[src/rtl/seg_reg_elastic.sv]
// Elastic pipeline segment register: valid/ready payload stage with optional
// 2-entry skid buffer, hazard flush and a saturating downstream-bubble counter.
module seg_reg_elastic #(
    parameter int unsigned DATA_W  = 32,
    parameter int unsigned CTRL_W  = 8,
    parameter int unsigned SKID    = 1,
    parameter int unsigned COUNT_W = 16
) (
    input  logic               i_clk,
    input  logic               i_reset,
    input  logic               i_in_valid,
    output logic               o_in_ready,
    input  logic [DATA_W-1:0]  i_in_data,
    input  logic [CTRL_W-1:0]  i_in_ctrl,
    input  logic               i_flush,
    output logic               o_out_valid,
    input  logic               i_out_ready,
    output logic [DATA_W-1:0]  o_out_data,
    output logic [CTRL_W-1:0]  o_out_ctrl,
    output logic [1:0]         o_occupancy,
    output logic [COUNT_W-1:0] o_bubble_count
);

    localparam bit USE_SKID = (SKID != 0);

    logic               r_main_v;
    logic               r_skid_v;
    logic               r_in_ready;
    logic [DATA_W-1:0]  r_main_data;
    logic [CTRL_W-1:0]  r_main_ctrl;
    logic [DATA_W-1:0]  r_skid_data;
    logic [CTRL_W-1:0]  r_skid_ctrl;
    logic [COUNT_W-1:0] r_bubble_count;

    logic               w_main_v_n;
    logic               w_skid_v_n;
    logic [DATA_W-1:0]  w_main_data_n;
    logic [CTRL_W-1:0]  w_main_ctrl_n;
    logic [DATA_W-1:0]  w_skid_data_n;
    logic [CTRL_W-1:0]  w_skid_ctrl_n;
    logic [COUNT_W-1:0] w_bubble_n;
    logic               w_xfer_in;
    logic               w_xfer_out;
    logic               w_accept;

    // Without the skid buffer, ready must see downstream ready in the same cycle.
    assign o_in_ready  = USE_SKID ? r_in_ready : (!r_main_v || i_out_ready);
    assign w_xfer_in   = i_in_valid && o_in_ready;
    assign w_xfer_out  = r_main_v && i_out_ready;
    // A flush kills the incoming entry even when the handshake completes.
    assign w_accept    = w_xfer_in && !i_flush;

    assign o_out_valid = r_main_v;
    assign o_out_data  = r_main_data;
    assign o_out_ctrl  = r_main_v ? r_main_ctrl : '0;
    assign o_occupancy = {1'b0, r_main_v} + {1'b0, r_skid_v};
    assign o_bubble_count = r_bubble_count;

    // Next-state for the main/skid entries.
    always_comb begin
        w_main_v_n    = r_main_v;
        w_skid_v_n    = r_skid_v;
        w_main_data_n = r_main_data;
        w_main_ctrl_n = r_main_ctrl;
        w_skid_data_n = r_skid_data;
        w_skid_ctrl_n = r_skid_ctrl;
        if (i_flush) begin
            w_main_v_n = 1'b0;
            w_skid_v_n = 1'b0;
        end else if (!USE_SKID) begin
            if (w_accept) begin
                w_main_v_n    = 1'b1;
                w_main_data_n = i_in_data;
                w_main_ctrl_n = i_in_ctrl;
            end else if (w_xfer_out) begin
                w_main_v_n = 1'b0;
            end
        end else if (!r_main_v) begin
            if (w_accept) begin
                w_main_v_n    = 1'b1;
                w_main_data_n = i_in_data;
                w_main_ctrl_n = i_in_ctrl;
            end
        end else if (w_xfer_out) begin
            if (r_skid_v) begin
                w_skid_v_n    = 1'b0;
                w_main_data_n = r_skid_data;
                w_main_ctrl_n = r_skid_ctrl;
            end else if (w_accept) begin
                w_main_data_n = i_in_data;
                w_main_ctrl_n = i_in_ctrl;
            end else begin
                w_main_v_n = 1'b0;
            end
        end else if (w_accept) begin
            w_skid_v_n    = 1'b1;
            w_skid_data_n = i_in_data;
            w_skid_ctrl_n = i_in_ctrl;
        end
    end

    // Saturating count of cycles where downstream waited on an empty stage.
    always_comb begin
        w_bubble_n = r_bubble_count;
        if (i_out_ready && !r_main_v && (r_bubble_count != '1)) begin
            w_bubble_n = r_bubble_count + COUNT_W'(1);
        end
    end

    always_ff @(posedge i_clk or posedge i_reset) begin
        if (i_reset) begin
            r_main_v       <= 1'b0;
            r_skid_v       <= 1'b0;
            r_in_ready     <= 1'b1;
            r_main_data    <= '0;
            r_main_ctrl    <= '0;
            r_skid_data    <= '0;
            r_skid_ctrl    <= '0;
            r_bubble_count <= '0;
        end else begin
            r_main_v       <= w_main_v_n;
            r_skid_v       <= w_skid_v_n;
            r_in_ready     <= !w_skid_v_n;
            r_main_data    <= w_main_data_n;
            r_main_ctrl    <= w_main_ctrl_n;
            r_skid_data    <= w_skid_data_n;
            r_skid_ctrl    <= w_skid_ctrl_n;
            r_bubble_count <= w_bubble_n;
        end
    end

endmodule

[config.mk]
export PLATFORM = sky130hd
export DESIGN_NAME = seg_reg_elastic
export DESIGN_NICKNAME = d
export VERILOG_FILES = /design/src/rtl/seg_reg_elastic.sv
export SDC_FILE = /design/constraint.sdc
export NUM_CORES = 1
export LEC_CHECK = 0
export BUFFER_PORTS_ARGS = -buffer_cell sky130_fd_sc_hd__buf_4
export CELL_PAD_IN_SITES_DETAIL_PLACEMENT = 0
export CELL_PAD_IN_SITES_GLOBAL_PLACEMENT = 1
export CORE_MARGIN = 5
export CORE_UTILIZATION = 45
export CTS_CLUSTER_DIAMETER = 60
export DETAILED_ROUTE_END_ITERATION = 7
export GPL_TIMING_DRIVEN = 0
export PLACE_DENSITY_LB_ADDON = 0.1
export SLEW_MARGIN = 20
export SYNTH_ARGS = -nofsm -noshare
export SYNTH_HDL_FRONTEND = slang
export SYNTH_SLANG_ARGS = --single-unit
[constraint.sdc]
create_clock -name i_clk -period 5.27 [get_ports i_clk]
set_input_delay 0 -clock i_clk [delete_from_list [all_inputs] [get_ports i_clk]]
set_output_delay 0 -clock i_clk [all_outputs]
set_load 0.05 [all_outputs]
; ---- Word level (Yosys, flattened, before mapping)
; Cells that the tools add are included.
[classes]
addsub = 2
n_eq_ne = 2
n_mux = 18
n_bitwise = 2
n_reduce_logical = 10
[op_table]
columns = cell, count
row1 = $mux 32, 4
row2 = $mux 8, 5
row3 = $add 16x1->16 const B, 1
row4 = $ne 16x16->1 const B, 1
row5 = $mux 1, 9
row6 = $logic_and 1x1->1, 5
row7 = $reduce_and 4->1, 1
row8 = $logic_not 1->1, 3
row9 = $add 1x1->2, 1
row10 = $ne 2x1->1 const B, 1
row11 = $not 1->1, 2
row12 = $reduce_and 2->1, 1
[word_totals]
reg_bits = 99
inputBits = 45
output_inout_bits = 60
wordCells = 42

; ---- Logic depth before layout (Yosys ltp)
[logic_depth]
depth_word = 7
ltp_mapped = 6
depth_no_buf = 5

; ---- Worst setup path after synthesis
; OpenSTA, ideal clock, no wires.
[synth_path]
kind = reg2reg
from = register r_in_ready, in the netlist o_in_ready
to = register r_skid_ctrl[7]
setup_time_ns = 0.125
arrival_ns = 1.807
required_ns = 5.145
setup_slack_ns = 3.338
stages_incl_launch_ff = 5
path_buffers = 1
synth_period_minus_slack_ns = 1.932
path_cell_list = dfstp_2 nand2_1 nor4b_2 buf_4 mux2_2
[synth_between]
elab_chain_len = 3
[synth_rtl]
columns = element, line
row1 = from (decl), 28  ; logic r_in_ready;
row2 = from (signal assigned), 123  ; r_in_ready <= !w_skid_v_n;
row3 = $logic_and 1x1->1, 48  ; assign w_xfer_in = i_in_valid && o_in_ready;
row4 = $logic_and 1x1->1, 51  ; assign w_accept = w_xfer_in && !i_flush;
row5 = $reduce_and 4->1 (no line), -
row6 = to (signal assigned), 127  ; r_skid_ctrl <= w_skid_ctrl_n;
row7 = to (decl), 32  ; logic [CTRL_W-1:0] r_skid_ctrl;
; No other way between the ends.
; A chain may end at the register's enable or synchronous reset.

; ---- Final worst setup path
[layout_path]
from = register r_in_ready, in the netlist o_in_ready
to = register r_skid_ctrl[1]
; Same word-level chain as after synthesis.

==> reports/qor.txt <==
Result of the run -> completed
Remaining DRCs -> 0
Sinks on Clock Net -> 99
Worst relative slew slack -> 65.2%
Routability congestion estimate from global placement -> 0.765
Setup Crit Path Kind -> reg -> reg
Total Routing Usage GR -> 17.6%
Number of nets with antenna violations after routing -> 0
Total chip power -> 2150 µW
Buffers on Ports -> 104
TritonCTS buffer count -> 9
Final Non-Filler Cells -> 656
Actual slew at the worst max-slew pin -> 521 ps
Classification of the worst-slack hold path -> in -> reg
X dimension of the die -> 108 µm
Initial core utilization -> 45.4%
Avg Inst Size Synth -> 12.1 µm²
First-pass GRT wire length -> 16300 µm
#FFs+latches synth -> 99
Iteration count of the initial detailed-routing pass -> 4
Post-Syn Instances -> 359
Category of the worst setup path capture point -> register
List of cells traversed by the critical path -> nand2_1, nor4b_2, buf_4, mux2_2
Post-synthesis cell type with the largest combined area -> dfrtp_1
Combined area of all synthesized cells -> 4360 µm²
CTS clk-pin slew, worst paths -> 90 ps
Net total in the final layout -> 565
Most frequent cell after synthesis -> dfrtp_1
Final setup fails -> 0
FFs w/ async S/R, synth -> 100%
Largest fanout on the critical path -> 10
Min Clock Period, post-route -> 1940 ps
RSZ-0062 raised after global routing -> no
EDFF count, synth -> 0
Crit-path slowest cell -> dfstp_2
Count of synthesis-stage warnings from yosys -> 0
Layout cells sized above 1 -> 35.6%
Inst Count DP -> 597
Via count of the first global-routing pass -> 3321
CP startpoint kind -> register
Leading cell types by total area after synthesis -> dfrtp_1 56%, mux2_2 10%, mux2i_1 9.4%
Total number of vias -> 3199
Max IR drop VDD -> 0.218 mV
Antenna Diode Count -> 0
Accumulated negative setup slack -> 0 ps
Sequential fraction of the synthesis area -> 56.8%
Worst-Skew Late Latency -> 350 ps
Root buf cell -> clkbuf_8
Leakage -> 0.00299 µW
Pin count of the biggest net entering global routing -> 57
Clk buf depth -> 2
Pins Over Slew Limit -> 0
Wire length after detailed routing -> 9930 µm
Fmax -> 516 MHz
H-tree depth reported by CTS -> 3
Vias per std cell -> 4.88
Antenna violations before repair -> 0
TritonCTS clock tree -> yes
Most frequently used flop master after synthesis -> dfrtp_1
Power density over cell area -> 362 nW/µm²
Distinct cell type count after synthesis -> 34
I/O Pins -> 105
Family of cells with the greatest summed delay on the critical path -> simple AND/OR/NAND/NOR gates
Number of gates resized after CTS -> 0
Num rows -> 36
Required @ worst endpoint -> 5510 ps
Share of Yosys cell area claimed by the top area cell type -> 56.2%
Max-cap viol count -> 0
Post-route cell area -> 5940 µm²
Arrival time of data at the critical path endpoint -> 2180 ps
Syn_nets -> 406
Ratio of final minimum period to clock period -> 36.8%
Final number of hold-violating endpoints -> 0
Vert. Die Dim -> 108 µm
Most numerous cell types in the synthesized netlist -> 98 x dfrtp_1, 47 x nor2_1, 42 x a21oi_1, 41 x mux2i_1, 40 x mux2_2
Stage delay of the slowest cell on the critical path -> 550 ps
Die ar. -> 11800 µm²
Fin Clk Skew -> 4.94 ps
Routed wire length per instance -> 15.1 µm
Overflow left after global routing -> 0
Area after detailed placement -> 5340 µm²
First-iteration detailed-routing DRC count -> 63
DPL Wire Length -> 6760 µm
Bufs and invs on worst path -> 1
Placeable core region -> 9590 µm²
Area added between synthesis and finish -> 36.3%
## flip-flops by register name, summed over array words and instances (netlist names)
name            flops
o_bubble_count     16
r_skid_ctrl         8
o_out_valid         1
o_in_ready          1
o_out_data         32
r_skid_v            1
r_main_ctrl         8
r_skid_data        32
## layer usage
layer	share of wire (%)	track usage (%)	wire length, µm	vias to the layer above
li1	-	-	-	1574
met2	49	29.3	4910	65
met5	0	0	0	-
met1	45	22.9	4430	1551
met3	4.7	3.40	463	9
met4	1.4	6.67	137	0
## area by class of cell
cell class	count	area, µm²
Clock buffer	14	163
Multi-Input combinational cell	235	1740
Buffer	19	116
Tap cell	133	166
Inverter	6	27.5
Sequential cell	99	2480
Fill cell	813	3650
Timing Repair Buffer	148	1240
Clock inverter	2	10.0
## cells by family after synthesis
kind of cell / synth area share [%]
flops: 56.8
xor+xnor: 1.61
mux: 20.5
buf+inv: 3.18
simple gates: 10.9
compound gates: 6.40
fa+ha+maj: 0.574
## path summary, 6_finish.rpt
check                               start           endpoint  slack [ps]  cells after the start
max                            o_in_ready     r_skid_ctrl[1]        3330                      4
min                            i_in_valid        o_out_valid          50                      3
max reg2reg                    o_in_ready     r_skid_ctrl[1]        3330                      4
min reg2reg                r_skid_ctrl[5]     r_skid_ctrl[5]         490                      1
max in group asynchronous         i_reset         o_in_ready        4410                      4
min in group asynchronous         i_reset  o_bubble_count[7]         210                      3
## per-stage QoR
step / worst slack [ps] / utilization [%] / hold WS (ps)
6_report: 3330 / 61.9 / 51.6
3_3_place_gp: 1440 / 55.3 / 207
4_1_cts: 3290 / 61.9 / 29.5
2_1_floorplan: 2680 / - / 63.1
3_5_place_dp: 3310 / 55.7 / 47.2
5_1_grt: 3220 / 61.9 / 35.3
## placed cells by master (no fill, tap or decap), types with 3 or more instances in the layout
master,Yosys,routed
nand2_1,10,10
mux2_2,40,40
a21oi_1,42,42
clkbuf_8,0,11
xnor2_1,5,5
inv_1,5,4
and2_1,9,9
nor2_1,47,47
buf_2,9,9
nand3_1,5,5
dfrtp_1,98,98
dlygate4sd3_1,0,43
buf_4,9,113
nand4_1,6,6
mux2i_1,41,41
xor2_1,3,3
clkbuf_1,1,4
mux2_1,3,3
o21ai_0,3,3
## report_power, final
part / total (µW) / switching, µW / internal [µW]
registers: 1020 / 105 / 919
logic: 688 / 421 / 267
clock network: 442 / 244 / 197
## tightest hold or removal path, cell delays in order
cell	delay [ps]
buf_4	120
nand2_1	160
a21oi_1	90
## repair_timing
action / 4_1_cts / 5_1_grt
hold buffers: 43 / 0
buffers inserted: 0 / 0
hold endpoints to repair: 126 / 0
No activity file was read; power rests on OpenSTA's default activity.
